### config.mk
export PLATFORM = sky130hd
export DESIGN_NAME = regfile_wb_arbiter_flat
export DESIGN_NICKNAME = d
export VERILOG_FILES = /design/src/rtl/regfile_wb_arbiter_if.sv /design/src/rtl/regfile_wb_arbiter.sv /design/src/flat_wrapper.sv
export SDC_FILE = /design/constraint.sdc
export NUM_CORES = 1
export LEC_CHECK = 0
export ABC_AREA = 1
export CAP_MARGIN = 20
export CORE_MARGIN = 1
export CORE_UTILIZATION = 25
export DETAILED_ROUTE_END_ITERATION = 7
export SKIP_LAST_GASP = 1
export SLEW_MARGIN = 20
export SYNTH_ARGS = -nofsm -noshare
export SYNTH_HDL_FRONTEND = slang
export SYNTH_SLANG_ARGS = --single-unit
### constraint.sdc
create_clock -name CLK -period 2.1 [get_ports CLK]
set_clock_uncertainty 0.1 [all_clocks]
set_input_delay 0.42 -clock CLK [delete_from_list [all_inputs] [get_ports CLK]]
set_output_delay 0.42 -clock CLK [all_outputs]
set_load 0.005 [all_outputs]
### src/rtl/regfile_wb_arbiter_if.sv
// rtl/regfile_wb_arbiter_if.sv - writeback request, issue/decode and register-file signals
interface regfile_wb_arbiter_if;
  logic [2:0]  REQ_VALID;
  logic [14:0] REQ_ADDR;
  logic [95:0] REQ_DATA;
  logic [2:0]  REQ_READY;
  logic        ISS_VALID;
  logic [4:0]  ISS_RD;
  logic [4:0]  RS1_ADDR;
  logic [4:0]  RS2_ADDR;
  logic        HAZARD;
  logic        WB_WRITE;
  logic        WB_HIT;
  logic [4:0]  WB_ADDR;
  logic [31:0] WB_DATA;
  logic [31:0] PENDING;

  modport slave (
    input  REQ_VALID, REQ_ADDR, REQ_DATA, ISS_VALID, ISS_RD, RS1_ADDR, RS2_ADDR,
    output REQ_READY, HAZARD, WB_WRITE, WB_HIT, WB_ADDR, WB_DATA, PENDING
  );

  modport master (
    output REQ_VALID, REQ_ADDR, REQ_DATA, ISS_VALID, ISS_RD, RS1_ADDR, RS2_ADDR,
    input  REQ_READY, HAZARD, WB_WRITE, WB_HIT, WB_ADDR, WB_DATA, PENDING
  );
endinterface

### src/rtl/regfile_wb_arbiter.sv
// rtl/regfile_wb_arbiter.sv - 3-way writeback arbiter with pending-write scoreboard
// Define REGWB_RR_EN for round-robin arbitration; default is fixed priority 0 > 1 > 2.
module regfile_wb_arbiter (
  input  logic                 CLK,
  input  logic                 RESET,
  regfile_wb_arbiter_if.slave  wb_io
);

  logic [2:0]  grant;
  logic        xfer;
  logic [4:0]  gnt_addr;
  logic [31:0] gnt_data;
  logic        wb_write_q, wb_write_d;
  logic [4:0]  wb_addr_q, wb_addr_d;
  logic [31:0] wb_data_q, wb_data_d;
  logic [31:0] pending_q, pending_d;
  logic        hazard;
  logic        iss_set;

`ifdef REGWB_RR_EN
  logic [1:0] rr_ptr_q, rr_ptr_d;
  logic [1:0] gnt_idx;

  always_comb begin
    grant = 3'b000;
    if (!RESET) begin
      case (rr_ptr_q)
        2'd1: begin
          if (wb_io.REQ_VALID[1])      grant = 3'b010;
          else if (wb_io.REQ_VALID[2]) grant = 3'b100;
          else if (wb_io.REQ_VALID[0]) grant = 3'b001;
        end
        2'd2: begin
          if (wb_io.REQ_VALID[2])      grant = 3'b100;
          else if (wb_io.REQ_VALID[0]) grant = 3'b001;
          else if (wb_io.REQ_VALID[1]) grant = 3'b010;
        end
        default: begin
          if (wb_io.REQ_VALID[0])      grant = 3'b001;
          else if (wb_io.REQ_VALID[1]) grant = 3'b010;
          else if (wb_io.REQ_VALID[2]) grant = 3'b100;
        end
      endcase
    end
  end

  always_comb begin
    gnt_idx = 2'd0;
    if (grant[1]) gnt_idx = 2'd1;
    if (grant[2]) gnt_idx = 2'd2;
    rr_ptr_d = rr_ptr_q;
    // Search restarts just past the winner, so only a real transfer moves it.
    if (xfer) rr_ptr_d = (gnt_idx == 2'd2) ? 2'd0 : gnt_idx + 2'd1;
  end

  always_ff @(posedge CLK) begin
    if (RESET) rr_ptr_q <= 2'd0;
    else       rr_ptr_q <= rr_ptr_d;
  end
`else
  always_comb begin
    grant = 3'b000;
    if (!RESET) begin
      if (wb_io.REQ_VALID[0])      grant = 3'b001;
      else if (wb_io.REQ_VALID[1]) grant = 3'b010;
      else if (wb_io.REQ_VALID[2]) grant = 3'b100;
    end
  end
`endif

  assign xfer = |grant;

  always_comb begin
    gnt_addr = wb_io.REQ_ADDR[4:0];
    gnt_data = wb_io.REQ_DATA[31:0];
    if (grant[1]) begin
      gnt_addr = wb_io.REQ_ADDR[9:5];
      gnt_data = wb_io.REQ_DATA[63:32];
    end
    if (grant[2]) begin
      gnt_addr = wb_io.REQ_ADDR[14:10];
      gnt_data = wb_io.REQ_DATA[95:64];
    end
  end

  // Writes to x0 are accepted but never reach the register file.
  always_comb begin
    wb_write_d = 1'b0;
    wb_addr_d  = wb_addr_q;
    wb_data_d  = wb_data_q;
    if (xfer) begin
      wb_write_d = (gnt_addr != 5'd0);
      wb_addr_d  = gnt_addr;
      wb_data_d  = gnt_data;
    end
  end

  always_comb begin
    hazard = 1'b0;
    if (!RESET) begin
      hazard = ((wb_io.RS1_ADDR != 5'd0) && pending_q[wb_io.RS1_ADDR]) ||
               ((wb_io.RS2_ADDR != 5'd0) && pending_q[wb_io.RS2_ADDR]) ||
               (wb_io.ISS_VALID && (wb_io.ISS_RD != 5'd0) && pending_q[wb_io.ISS_RD]);
    end
  end

  assign iss_set = wb_io.ISS_VALID && (wb_io.ISS_RD != 5'd0) && !hazard;

  // Clear first, then set, so an issue landing on the commit edge keeps the bit.
  always_comb begin
    pending_d = pending_q;
    if (wb_write_q) pending_d[wb_addr_q] = 1'b0;
    if (iss_set)    pending_d[wb_io.ISS_RD] = 1'b1;
    pending_d[0] = 1'b0;
  end

  always_ff @(posedge CLK) begin
    if (RESET) begin
      wb_write_q <= 1'b0;
      wb_addr_q  <= 5'd0;
      wb_data_q  <= 32'd0;
      pending_q  <= 32'd0;
    end else begin
      wb_write_q <= wb_write_d;
      wb_addr_q  <= wb_addr_d;
      wb_data_q  <= wb_data_d;
      pending_q  <= pending_d;
    end
  end

  assign wb_io.REQ_READY = grant;
  assign wb_io.HAZARD    = hazard;
  assign wb_io.WB_WRITE  = wb_write_q;
  assign wb_io.WB_HIT    = wb_write_q;
  assign wb_io.WB_ADDR   = wb_addr_q;
  assign wb_io.WB_DATA   = wb_data_q;
  assign wb_io.PENDING   = pending_q;

endmodule

### src/flat_wrapper.sv
// flat-port wrapper written by rule: the top's interface ports become plain ports
module regfile_wb_arbiter_flat 
  (CLK, RESET, wb_io_REQ_VALID, wb_io_REQ_ADDR, wb_io_REQ_DATA, wb_io_ISS_VALID, wb_io_ISS_RD, wb_io_RS1_ADDR, wb_io_RS2_ADDR, wb_io_REQ_READY, wb_io_HAZARD, wb_io_WB_WRITE, wb_io_WB_HIT, wb_io_WB_ADDR, wb_io_WB_DATA, wb_io_PENDING);
  regfile_wb_arbiter_if wb_io_i ();
  input  logic CLK;
  input  logic RESET;
  input wire logic [$bits(wb_io_i.REQ_VALID)-1:0] wb_io_REQ_VALID;
  input wire logic [$bits(wb_io_i.REQ_ADDR)-1:0] wb_io_REQ_ADDR;
  input wire logic [$bits(wb_io_i.REQ_DATA)-1:0] wb_io_REQ_DATA;
  input wire logic [$bits(wb_io_i.ISS_VALID)-1:0] wb_io_ISS_VALID;
  input wire logic [$bits(wb_io_i.ISS_RD)-1:0] wb_io_ISS_RD;
  input wire logic [$bits(wb_io_i.RS1_ADDR)-1:0] wb_io_RS1_ADDR;
  input wire logic [$bits(wb_io_i.RS2_ADDR)-1:0] wb_io_RS2_ADDR;
  output wire logic [$bits(wb_io_i.REQ_READY)-1:0] wb_io_REQ_READY;
  output wire logic [$bits(wb_io_i.HAZARD)-1:0] wb_io_HAZARD;
  output wire logic [$bits(wb_io_i.WB_WRITE)-1:0] wb_io_WB_WRITE;
  output wire logic [$bits(wb_io_i.WB_HIT)-1:0] wb_io_WB_HIT;
  output wire logic [$bits(wb_io_i.WB_ADDR)-1:0] wb_io_WB_ADDR;
  output wire logic [$bits(wb_io_i.WB_DATA)-1:0] wb_io_WB_DATA;
  output wire logic [$bits(wb_io_i.PENDING)-1:0] wb_io_PENDING;
  assign wb_io_i.REQ_VALID = wb_io_REQ_VALID;
  assign wb_io_i.REQ_ADDR = wb_io_REQ_ADDR;
  assign wb_io_i.REQ_DATA = wb_io_REQ_DATA;
  assign wb_io_i.ISS_VALID = wb_io_ISS_VALID;
  assign wb_io_i.ISS_RD = wb_io_ISS_RD;
  assign wb_io_i.RS1_ADDR = wb_io_RS1_ADDR;
  assign wb_io_i.RS2_ADDR = wb_io_RS2_ADDR;
  assign wb_io_REQ_READY = wb_io_i.REQ_READY;
  assign wb_io_HAZARD = wb_io_i.HAZARD;
  assign wb_io_WB_WRITE = wb_io_i.WB_WRITE;
  assign wb_io_WB_HIT = wb_io_i.WB_HIT;
  assign wb_io_WB_ADDR = wb_io_i.WB_ADDR;
  assign wb_io_WB_DATA = wb_io_i.WB_DATA;
  assign wb_io_PENDING = wb_io_i.PENDING;
  regfile_wb_arbiter u_core (.CLK(CLK), .RESET(RESET), .wb_io(wb_io_i));
endmodule
### After elaboration in Yosys (flattened, before gate mapping)

Index checks and enable logic that the tools add are counted.

* bits of input ports: 132
* flip-flop bits (word level): 70

* mux-type cells: 21
* bitwise gates (word level): 4
* magnitude comparators: 6
* reductions and logical operators: 16

Operator list (number)
* $mux 32: 4
* $and 32x32->32: 1
* $not 32->32: 1
* $or 32x32->32: 1
* $lt 5x6->1 const B: 4
* $reduce_bool 5->1: 4
* $bmux 1 s5: 3
* $mux 3: 4
* $demux 1 s5: 2
* $ge 5x1->1 const B: 2
* $mux 5: 2
* $logic_and 1x1->1: 7
* $mux 1: 6
* $reduce_or 3->1: 1
* $logic_or 1x1->1: 2
* $reduce_or 2->1: 1
* $logic_not 1->1: 1
* $not 1->1: 1

### Depth between registers and ports, before layout

Gate-level depths: netlist (run 1).

* depth after elaboration: 9
* mapped depth: 18
* mapped depth without buffers: 16

### Worst setup path after synthesis (run 1)

Ideal clock, no wire load.

* path type: input to output
* from: input port wb_io_RS1_ADDR[0]
* to: output port wb_io_HAZARD
* data required time: 1.580 ns
* buffers on the path: 2
* stages on the path: 16
* setup slack: 0.061 ns
* arrival: 1.519 ns
* path through: inv_2 buf_2 nand2_1 nand3_1 nand2_1 nand2_1 nand2_1 inv_1 nand2_1 nand2_1 nand2_1 nor2_4 nand2_4 nand2_8 buf_12 inv_2

* word-level cells in the longest chain between the ends: 6
* elaborated cells between the ends (all ways): 7
* classes of those cells: mux: 3; reduce/logical: 4

RTL lines
* start, declared: line flat_wrapper.sv:12 `input wire logic [$bits(wb_io_i.RS1_ADDR)-1:0] wb_io_RS1_ADDR;`
* $bmux 1 s5: line regfile_wb_arbiter.sv:101 `hazard = ((wb_io.RS1_ADDR != 5'd0) && pending_q[wb_io.RS1_ADDR]) ||`
* $mux 1 (implied by the code): line regfile_wb_arbiter.sv:101
* $logic_and 1x1->1 (*): line regfile_wb_arbiter.sv:101
* $logic_or 1x1->1 (*): line regfile_wb_arbiter.sv:101
* $logic_or 1x1->1 (*): line regfile_wb_arbiter.sv:102 `((wb_io.RS2_ADDR != 5'd0) && pending_q[wb_io.RS2_ADDR]) ||`
* $mux 1 (*): line regfile_wb_arbiter.sv:100 `if (!RESET) begin`
* end, declared: line flat_wrapper.sv:15 `output wire logic [$bits(wb_io_i.HAZARD)-1:0] wb_io_HAZARD;`

Mark *: on every way between the ends. The rest lies on a longest branch, timed or not. The select of a mux whose other input is x is not followed.

### Final worst setup path (run 1)

* from: register u_core.pending_q[24], in the netlist u_core.wb_io.PENDING[24]
* to: output port wb_io_HAZARD

* word-level cells in the longest chain between the ends: 6
* elaborated cells between the ends (all ways): 12
* classes of those cells: mux: 7; reduce/logical: 5

RTL lines
* start, declared: line regfile_wb_arbiter.sv:16 `logic [31:0] pending_q, pending_d;`
* start signal, assigned: line regfile_wb_arbiter.sv:127 `pending_q <= pending_d;`
* $bmux 1 s5, on equally long branches: line regfile_wb_arbiter.sv:101, regfile_wb_arbiter.sv:102
* $mux 1, on equally long branches: line regfile_wb_arbiter.sv:101, regfile_wb_arbiter.sv:102
* $logic_and 1x1->1, on equally long branches: line regfile_wb_arbiter.sv:101, regfile_wb_arbiter.sv:102
* $logic_or 1x1->1: line regfile_wb_arbiter.sv:101
* $logic_or 1x1->1 (*): line regfile_wb_arbiter.sv:102
* $mux 1 (*): line regfile_wb_arbiter.sv:100

Marks and branches as above.

==> results of run 1 <==
==> metrics by stage <==
step	TNS, ns	setup slack, ns	utilization [%]
after floorplan	0	0.0611	-
after global placement	-33.56	-0.985	40.8
after detailed placement	-32.44	-0.951	40.8
after CTS	-0.602	-0.183	43.0
after global routing	-5.21	-0.274	43.1
final	-0.453	-0.159	43.1
==> critical path: stages, from the launching register on <==
cell and delay [ns]:
dfxtp_4 0.36, buf_6 0.12, inv_2 0.03, nand2_1 0.03, nand3_1 0.06, nand3_1 0.10, nand3_1 0.08, nand2_1 0.06
nand2_1 0.06, nand2_2 0.07, nor2_4 0.15, nand2_4 0.09, nand2_8 0.06, inv_2 0.02, buf_2 0.11
==> per-layer routing <==
metal	up-vias	track usage (%)	routed length [microns]
met5	-	0	0
li1	2975	-	-
met3	20	3.81	1210
met4	0	5.60	349
met1	2592	24.9	8490
met2	223	33.4	9360
==> report_power, final <==
group	leakage, nW	switching (W)	internal (W)
Clock	0.136	0.000555	0.000935
Sequential	0.568	0.0000531	0.00139
Combinational	2.54	0.000519	0.000586
==> cells in the final DEF, fill, tap and decap left out, drive strengths merged <==
| cell | count |
|---|---|
| nand4 | 1 |
| nor3 | 11 |
| dfxtp | 69 |
| inv | 69 |
| clkbuf | 10 |
| clkdlybuf4s15 | 2 |
| o21ai | 66 |
| buf | 105 |
| bufinv | 1 |
| a31oi | 32 |
| or2 | 32 |
| o211ai | 37 |
| conb | 1 |
| clkinv | 1 |
| clkdlybuf4s50 | 187 |
| nor2 | 61 |
| a22oi | 5 |
| nand3 | 75 |
| a21oi | 56 |
| nand2 | 165 |
| clkinvlp | 2 |
| dlygate4sd2 | 8 |
==> repair_timing <==
item / in CTS / in global routing
endpoints found under the setup margin: 35 / 49
gates resized for setup: 85 / 13
buffers inserted: 3 / 0
pin swaps: 14 / 8
cloned: 2 / 0
==> final cells by class <==
cell class,count,area (sq um),share of cell area (%)
repair buffers,302,2800,34.4
inverters,69,267,3.28
clock inverters,4,50.0,0.615
multi-input cells,542,3070,37.7
clock buffers,10,239,2.94
flip-flops and latches,69,1390,17.1
well taps,260,325,4.00
==> worst max-delay path by stage <==
stage,from,to,depth (start not counted)
floorplan,wb_io_RS1_ADDR[0],wb_io_HAZARD,16
global placement,wb_io_RS1_ADDR[0],wb_io_HAZARD,14
detailed placement,wb_io_RS1_ADDR[0],wb_io_HAZARD,14
CTS,u_core.wb_io.PENDING[24],wb_io_HAZARD,12
global route,u_core.wb_io.PENDING[24],wb_io_HAZARD,14
finish,u_core.wb_io.PENDING[24],wb_io_HAZARD,14
==> kinds of logic after synthesis <==
kind of cell	count (synthesis)	synth area share, %
buffers and inverters	114	10.9
AND/OR/NAND/NOR	345	34.7
other	1	0.0771
flip-flops	69	28.4
AO/OA/AOI/OAI	196	25.9
==> registers in the layout, indices dropped and copies added (netlist names) <==
name / count
u_core.wb_io.PENDING: 31
u_core.wb_io.WB_DATA: 32
u_core.wb_io.WB_ADDR: 5
u_core.wb_io.WB_HIT: 1
==> results.yml, run 1 <==
placement:
  io_buffers: 205
  dp_hpwl_microns: 15300
  place.gp.congestion: 0.911
  dp.cells: 1237
  place_area_sq_um: 7700
outcome:
  outcome: "finished, violations left"
  violations: "setup timing"
clocking:
  cts_tree: "built"
  cts.sinks: 69
  numCtsBuffers: 9
  clkLatencyLatePin_ns: 0.33
  cts_max_level: 3
  max-clock-path-buffers: 2
  postCtsHoldBufs: 0
  cts-root-buf: "clkbuf_16"
  clk_pin_slew_ns: 0.06
floorplanning:
  num_rows: 50
  start_util_pct: 25.7
  fp.dieH_microns: 141
  die_w_microns: 141
  die_area_sq_um: 20000
  core_area_sq_um: 18900
  num_io_pins: 207
route:
  num_vias: 5810
  drt-wirelength-per-cell_microns: 15.4
  drtIter0Drc: 181
  firstDrtPassIters: 4
  antenna_left: 0
  drt-vias-per-instance: 4.63
  drt_wl_total_microns: 19400
  drcViolationCount: 0
timing:
  tightestPinTransition_ns: 0.518
  slew-limit-headroom_pct: 65.5
  timing.fmax_mhz: 443
  hold_viol: 0
  timing.final.crit_share_pct: 108
  timing.hold.ws_ns: 0.443
  setup_viol: 24
  rsz0062_at_grt: "true"
  worst_slack_ns: -0.159
  period_minus_slack_ns: 2.26
  slew_viol_final: 0
setup_path:
  critPathLaunchType: "flip-flop"
  r2r_slack_ns: -0.04
  r2r_start: "u_core.wb_io.PENDING[24]"
  r2r_cells: 15
  r2r_end: "u_core.wb_io.PENDING[26]"
  required_ns: 1.58
  critPathKind: "reg2out"
  arrival_ns: 1.74
  path_max_fanout: 3
  end_kind: "output port"
pwr:
  leakage_nw: 3.25
  fin_total_pwr_w: 0.00403
  p_per_area_nw_per_um2: 496
  vdd_ir_drop_max_mv: 0.301
logic_synthesis:
  yosysSeqAreaShare_pct: 28.4
  ys.flop_type: "dfxtp_1"
  synth_edf_count: 0
  synthArstFlopShare_pct: 0
  yosys.area.top_type: "dfxtp_1"
  synth_area_sq_um: 4860
  yosysTopAreaCellShare_pct: 28.4
  yosysUniqueCellTypes: 29
  synth_common_cells: "159 x nand2_1, 69 x dfxtp_1, 64 x o21ai_0"
  synth_most_common_cell: "nand2_1"
  synth_cells: 725
  ys_ff_latch: 69
  syn_nets: 857
  yosys_warnings: 0
  syn-mean-instance-area_sq_um: 6.70
  synthTopCellsByArea: "dfxtp_1 28%, nand2_1 12%, o21ai_0 6.6%"
layout:
  layout-drive-gt1-share_pct: 27.9
  areaGrowthSynthToFinish_pct: 67.4
  fin_cells: 1256
  fillers: 2009
  final_area_sq_um: 8140
  nNetsFinal: 1125
  num_antenna_cells: 0
global_route:
  grt_pass1_vias: 5663
  antenna_found_initial: 0
  gr-total-overflow: 0
  grt_usage_pct: 19.5
  grt_pass1_wl_microns: 30500
  grt_max_degree: 57
min_path:
  hold_path.class: "reg2reg"
  min_to: "u_core.wb_io.WB_DATA[31]"
  min_path_cells: 2
  hold_start: "u_core.wb_io.WB_DATA[31]"
job:
  drv_cap: 0
Power figures use the tool's default switching activity.
==> inputs of run 2 (changes only) <==
--- a/config.mk
+++ b/config.mk
@@ -15,3 +15,4 @@
 export SYNTH_ARGS = -nofsm -noshare
 export SYNTH_HDL_FRONTEND = slang
 export SYNTH_SLANG_ARGS = --single-unit
+export TNS_END_PERCENT = 20
==> run 2 against run 1 <==
Compared with the run above:
- the flow still finishes with violations (setup timing)
- die area is the same
- non-clock buffer count shrank 1
- sequential power is essentially flat
- first-iteration DRC count grew 1.7%
- flip-flop and latch count is the same
- register-to-register slack is essentially flat
- largest cell class unchanged
- largest power group unchanged
==> results.yml, run 2 (synthesis gave the netlist of run 1 again) <==
outcome:
  outcome: "finished, violations left"
  violations: "setup timing"
clocking:
  clkLatencyLatePin_ns: 0.33
  cts-root-buf: "clkbuf_16"
  max-clock-path-buffers: 2
  clk_pin_slew_ns: 0.05
  cts_max_level: 3
  postCtsHoldBufs: 0
  numCtsBuffers: 9
  cts_tree: "built"
  cts.sinks: 69
floorplanning:
  num_rows: 50
  core_area_sq_um: 18900
  fp.dieH_microns: 141
  num_io_pins: 207
  die_area_sq_um: 20000
  die_w_microns: 141
  start_util_pct: 25.7
global_route:
  grt_pass1_vias: 5643
  grt_max_degree: 57
  grt_usage_pct: 19.5
  gr-total-overflow: 0
  antenna_found_initial: 0
  grt_pass1_wl_microns: 30400
route:
  drt-vias-per-instance: 4.62
  firstDrtPassIters: 4
  drcViolationCount: 0
  drt-wirelength-per-cell_microns: 15.4
  num_vias: 5793
  antenna_left: 0
  drt_wl_total_microns: 19400
  drtIter0Drc: 184
pwr:
  leakage_nw: 3.23
  vdd_ir_drop_max_mv: 0.302
  p_per_area_nw_per_um2: 496
timing:
  rsz0062_at_grt: "true"
  slew_viol_final: 0
  hold_viol: 0
  tightestPinTransition_ns: 0.514
  timing.final.crit_share_pct: 108
  period_minus_slack_ns: 2.26
  timing.fmax_mhz: 442
  timing.hold.ws_ns: 0.443
  setup_viol: 22
  worst_slack_ns: -0.162
  slew-limit-headroom_pct: 65.7
  finalSetupTns_ns: -0.700
setup_path:
  r2r_start: "u_core.wb_io.PENDING[24]"
  critPathKind: "in2out"
  cp_common_cell: "clkdlybuf4s50_1"
  endpoint: "wb_io_REQ_READY[1]"
  r2r_slack_ns: -0.05
  required_ns: 1.58
  end_kind: "output port"
  r2r_cells: 15
  slowest_delay_ns: 0.51
  slowest_stage: "clkdlybuf4s50_1"
  worst_setup_path_startpoint: "wb_io_REQ_VALID[0]"
  arrival_ns: 1.74
  r2r_end: "u_core.wb_io.PENDING[26]"
  path_max_fanout: 7
  crit_family: "buffers and inverters"
  crit_chain: "clkdlybuf4s50_1 > nor3_2 > buf_4 > clkdlybuf4s50_1"
  critPathLaunchType: "input port"
  cp_num_cells: 4
  worst-path-buf-inv: 3
layout:
  fillers: 2010
  fin_util_pct: 43.0
  fin_cells: 1255
  num_antenna_cells: 0
  nNetsFinal: 1124
  largest_register_ffs: 32
  final_cell_mix: "190 x clkdlybuf4s50_1, 157 x nand2_1, 88 x buf_4, 65 x dfxtp_1, 64 x o21ai_0"
  areaGrowthSynthToFinish_pct: 67.1
  final_common_cell: "clkdlybuf4s50_1"
  layout-drive-gt1-share_pct: 27.6
placement:
  io_buffers: 205
  place.gp.congestion: 0.911
  dp_hpwl_microns: 15300
  preCtsSetupSlack_ns: -0.951
  dp.cells: 1237
job:
  drv_cap: 0
min_path:
  hold_path.class: "reg2reg"
run 2: tightest hold or removal path, stage by stage (launching register included):
cell	delay, ns
dfxtp_1	0.30
o21ai_0	0.15
a31oi_1	0.04
run 2: worst min path at each step:
| stage | start | endpoint | slack (ns) | cells after the start |
|---|---|---|---|---|
| global route | u_core.wb_io.WB_DATA[4] | u_core.wb_io.WB_DATA[4] | 0.46 | 2 |
| detailed placement | u_core.wb_io.WB_DATA[7] | u_core.wb_io.WB_DATA[7] | 0.43 | 2 |
| global placement | u_core.wb_io.WB_DATA[4] | u_core.wb_io.WB_DATA[4] | 0.43 | 2 |
| CTS | u_core.wb_io.WB_DATA[7] | u_core.wb_io.WB_DATA[7] | 0.44 | 2 |
| floorplan | u_core.wb_io.PENDING[2] | u_core.wb_io.PENDING[2] | 0.38 | 2 |
| finish | u_core.wb_io.WB_DATA[7] | u_core.wb_io.WB_DATA[7] | 0.44 | 2 |
run 2: metal layers:
layer  vias up  GRT usage (%)  routed length (microns)
met1      2578           24.9                     8540
met4         0           5.60                      385
li1       2975              -                        -
met3        24           3.81                     1160
met5         -              0                        0
met2       216           33.2                     9260
run 2: final cells by class:
cell class / count / area, sq um / area share (%)
clock buffer: 10 / 239 / 2.94
clock inverter: 4 / 50.0 / 0.616
timing repair buffer: 301 / 2790 / 34.4
tap: 260 / 325 / 4.00
inverter: 69 / 267 / 3.28
sequential: 69 / 1390 / 17.1
multi-input combinational: 542 / 3060 / 37.7
run 2: metrics by stage:
stage | instance area [sq um] | total power (W)
CTS | 8120 | 0.00408
global route | 8120 | 0.00423
global placement | 7700 | 0.00256
floorplan | 4860 | 0.00194
detailed placement | 7700 | 0.00255
finish | 8120 | 0.00403
run 2: repair_timing:
action / CTS / global route
gates cloned: 2 / 0
pin swaps: 13 / 8
buffers inserted: 2 / 0
endpoints found under the setup margin: 35 / 49
resized for setup: 81 / 12
run 2: report_power, final:
| group | internal [W] | switching, W |
|---|---|---|
| clock | 0.000935 | 0.000553 |
| combinational | 0.000586 | 0.000518 |
| sequential | 0.00139 | 0.0000533 |
==> inputs of run 3 (changes only) <==
--- a/config.mk
+++ b/config.mk
@@ -7,9 +7,11 @@
 export LEC_CHECK = 0
 export ABC_AREA = 1
 export CAP_MARGIN = 20
-export CORE_MARGIN = 1
+export CELL_PAD_IN_SITES_DETAIL_PLACEMENT = 1
+export CELL_PAD_IN_SITES_GLOBAL_PLACEMENT = 1
 export CORE_UTILIZATION = 25
 export DETAILED_ROUTE_END_ITERATION = 7
+export PLACE_DENSITY_LB_ADDON = 0.1
 export SKIP_LAST_GASP = 1
 export SLEW_MARGIN = 20
 export SYNTH_ARGS = -nofsm -noshare
==> run 3 against run 2 <==
Compared with the run above:
- the run still ends with setup timing left
- utilization up 2.0 points
- hold slack better by 0.0034 ns
- via count up 8.2%
- die area unchanged
- sequential share of layout area down 0.60 points
- flip-flop and latch count unchanged
- register-to-register slack better by 0.09 ns
- clock power up 8%
- critical path type is now reg2out
- largest cell class unchanged
- largest power group unchanged
==> results.yml, run 3 (synthesis gave the netlist of run 1 again) <==
outcome:
  outcome: "finished, violations left"
  violations: "setup timing"
timing:
  worst_slack_ns: -0.200
  period_minus_slack_ns: 2.30
  slew-limit-headroom_pct: 63.7
  setup_viol: 1
  timing.fmax_mhz: 435
  slew_viol_final: 0
  tightestPinTransition_ns: 0.544
  rsz0062_at_grt: "true"
  hold_viol: 0
  timing.final.crit_share_pct: 110
clocking:
  clk_pin_slew_ns: 0.06
  cts.sinks: 69
  clkLatencyLatePin_ns: 0.35
  cts-root-buf: "clkbuf_16"
  numCtsBuffers: 9
  max-clock-path-buffers: 2
  cts_max_level: 3
  cts_tree: "built"
  postCtsHoldBufs: 0
route:
  drcViolationCount: 0
  firstDrtPassIters: 4
  drt_wl_total_microns: 23800
  num_vias: 6267
  antenna_left: 0
  drtIter0Drc: 217
  drt-vias-per-instance: 4.88
  drt-wirelength-per-cell_microns: 18.5
global_route:
  grt_pass1_vias: 6646
  antenna_found_initial: 0
  gr-total-overflow: 0
  grt_max_degree: 51
  grt_pass1_wl_microns: 35900
  grt_usage_pct: 23.5
setup_path:
  cp_num_cells: 11
  required_ns: 1.58
  critPathKind: "reg2out"
  slowest_delay_ns: 0.41
  path_max_fanout: 5
  slowest_stage: "dfxtp_1"
  crit_family: "simple AND/OR/NAND/NOR gates"
  r2r_cells: 13
  critPathLaunchType: "flip-flop"
  worst-path-buf-inv: 2
  end_kind: "output port"
  arrival_ns: 1.78
  crit_chain: "a21oi_1 > nand3_1 > nand3_1 > nand2_1 > nand2_1 > nand2_2 > nor2_4 > nand2_4 > nand2_8 > inv_2 > buf_6"
layout:
  nNetsFinal: 1150
  areaGrowthSynthToFinish_pct: 74.9
  final_common_cell: "clkdlybuf4s50_1"
  final_cell_mix: "187 x clkdlybuf4s50_1, 140 x nand2_1, 109 x buf_4, 64 x o21ai_0, 56 x dfxtp_1"
  num_antenna_cells: 0
  final_area_sq_um: 8500
  largest_register_ffs: 32
  fillers: 2340
  layout-drive-gt1-share_pct: 33.4
  fin_cells: 1283
placement:
  preCtsSetupSlack_ns: -1.01
  dp.cells: 1247
  dp_hpwl_microns: 18200
  io_buffers: 205
  place_area_sq_um: 7760
  place.gp.congestion: 0.896
floorplanning:
  core_area_sq_um: 18900
  fp.dieH_microns: 141
  die_w_microns: 141
  start_util_pct: 25.7
  num_rows: 50
  num_io_pins: 207
  die_area_sq_um: 20000
pwr:
  vdd_ir_drop_max_mv: 0.380
  p_per_area_nw_per_um2: 500
  fin_total_pwr_w: 0.00425
  leakage_nw: 3.43
job:
  drv_cap: 0
min_path:
  min_path_cells: 2
  hold_path.class: "reg2reg"
[run 3: worst register-to-register path, stage by stage, from the launching register on]
cell and delay, ns:
dfxtp_1 0.41, a21oi_1 0.18, nand3_1 0.09, nand3_1 0.08, nand2_1 0.05, nand2_1 0.07
nand2_2 0.07, nor2_4 0.18, nand2_4 0.09, nand2_8 0.08, buf_4 0.15, clkbuf_16 0.20
nand3_2 0.09, a21oi_2 0.15
[run 3: per-layer routing]
| metal | track usage [%] | part of all wire (%) | up-vias |
|---|---|---|---|
| li1 | - | - | 3032 |
| met1 | 25.7 | 39 | 2973 |
| met2 | 43.0 | 50 | 220 |
| met3 | 5.64 | 6.5 | 42 |
| met4 | 10.5 | 3.6 | 0 |
| met5 | 0 | 0 | - |
[run 3: final cells by class]
| cell class | count | area, sq um | area share (%) |
|---|---|---|---|
| Clock buffer | 9 | 225 | 2.65 |
| Inverter | 69 | 294 | 3.46 |
| Sequential cell | 69 | 1400 | 16.5 |
| Multi-Input combinational cell | 542 | 3150 | 37.0 |
| Timing Repair Buffer | 327 | 3030 | 35.7 |
| Tap cell | 260 | 325 | 3.83 |
| Clock inverter | 7 | 72.6 | 0.854 |
[run 3: final timing paths]
| kind | from | to | slack, ns |
|---|---|---|---|
| worst min-delay path | u_core.wb_io.WB_DATA[9] | u_core.wb_io.WB_DATA[9] | 0.45 |
| worst min register to register | u_core.wb_io.WB_DATA[9] | u_core.wb_io.WB_DATA[9] | 0.45 |
| worst max register to register | u_core.wb_io.PENDING[8] | u_core.wb_io.PENDING[5] | 0.04 |
| worst max-delay path | u_core.wb_io.PENDING[8] | wb_io_HAZARD | -0.20 |
[run 3: timing repair]
item | in CTS | in global routing
endpoints found under the setup margin | 35 | 57
buffers inserted | 16 | 1
gates cloned | 1 | 2
hold endpoints to repair | 0 | 0
gates resized for setup | 115 | 43
pin swaps | 15 | 20
[run 3: power breakdown]
group          switching, W  leakage, nW  internal, W
clock network      0.000683        0.142     0.000925
registers         0.0000550        0.573      0.00138
logic              0.000564         2.72     0.000637
[run 3: metrics by stage]
| stage | TNS, ns | hold WS (ns) | util [%] |
|---|---|---|---|
| 6_report | -0.200 | 0.446 | 45.0 |
| 5_1_grt | -1.41 | 0.474 | 45.0 |
| 4_1_cts | -0.607 | 0.450 | 44.2 |
| 3_5_place_dp | -35.85 | 0.436 | 41.1 |
| 3_3_place_gp | -33.28 | 0.433 | 41.1 |
| 2_1_floorplan | 0 | 0.383 | - |
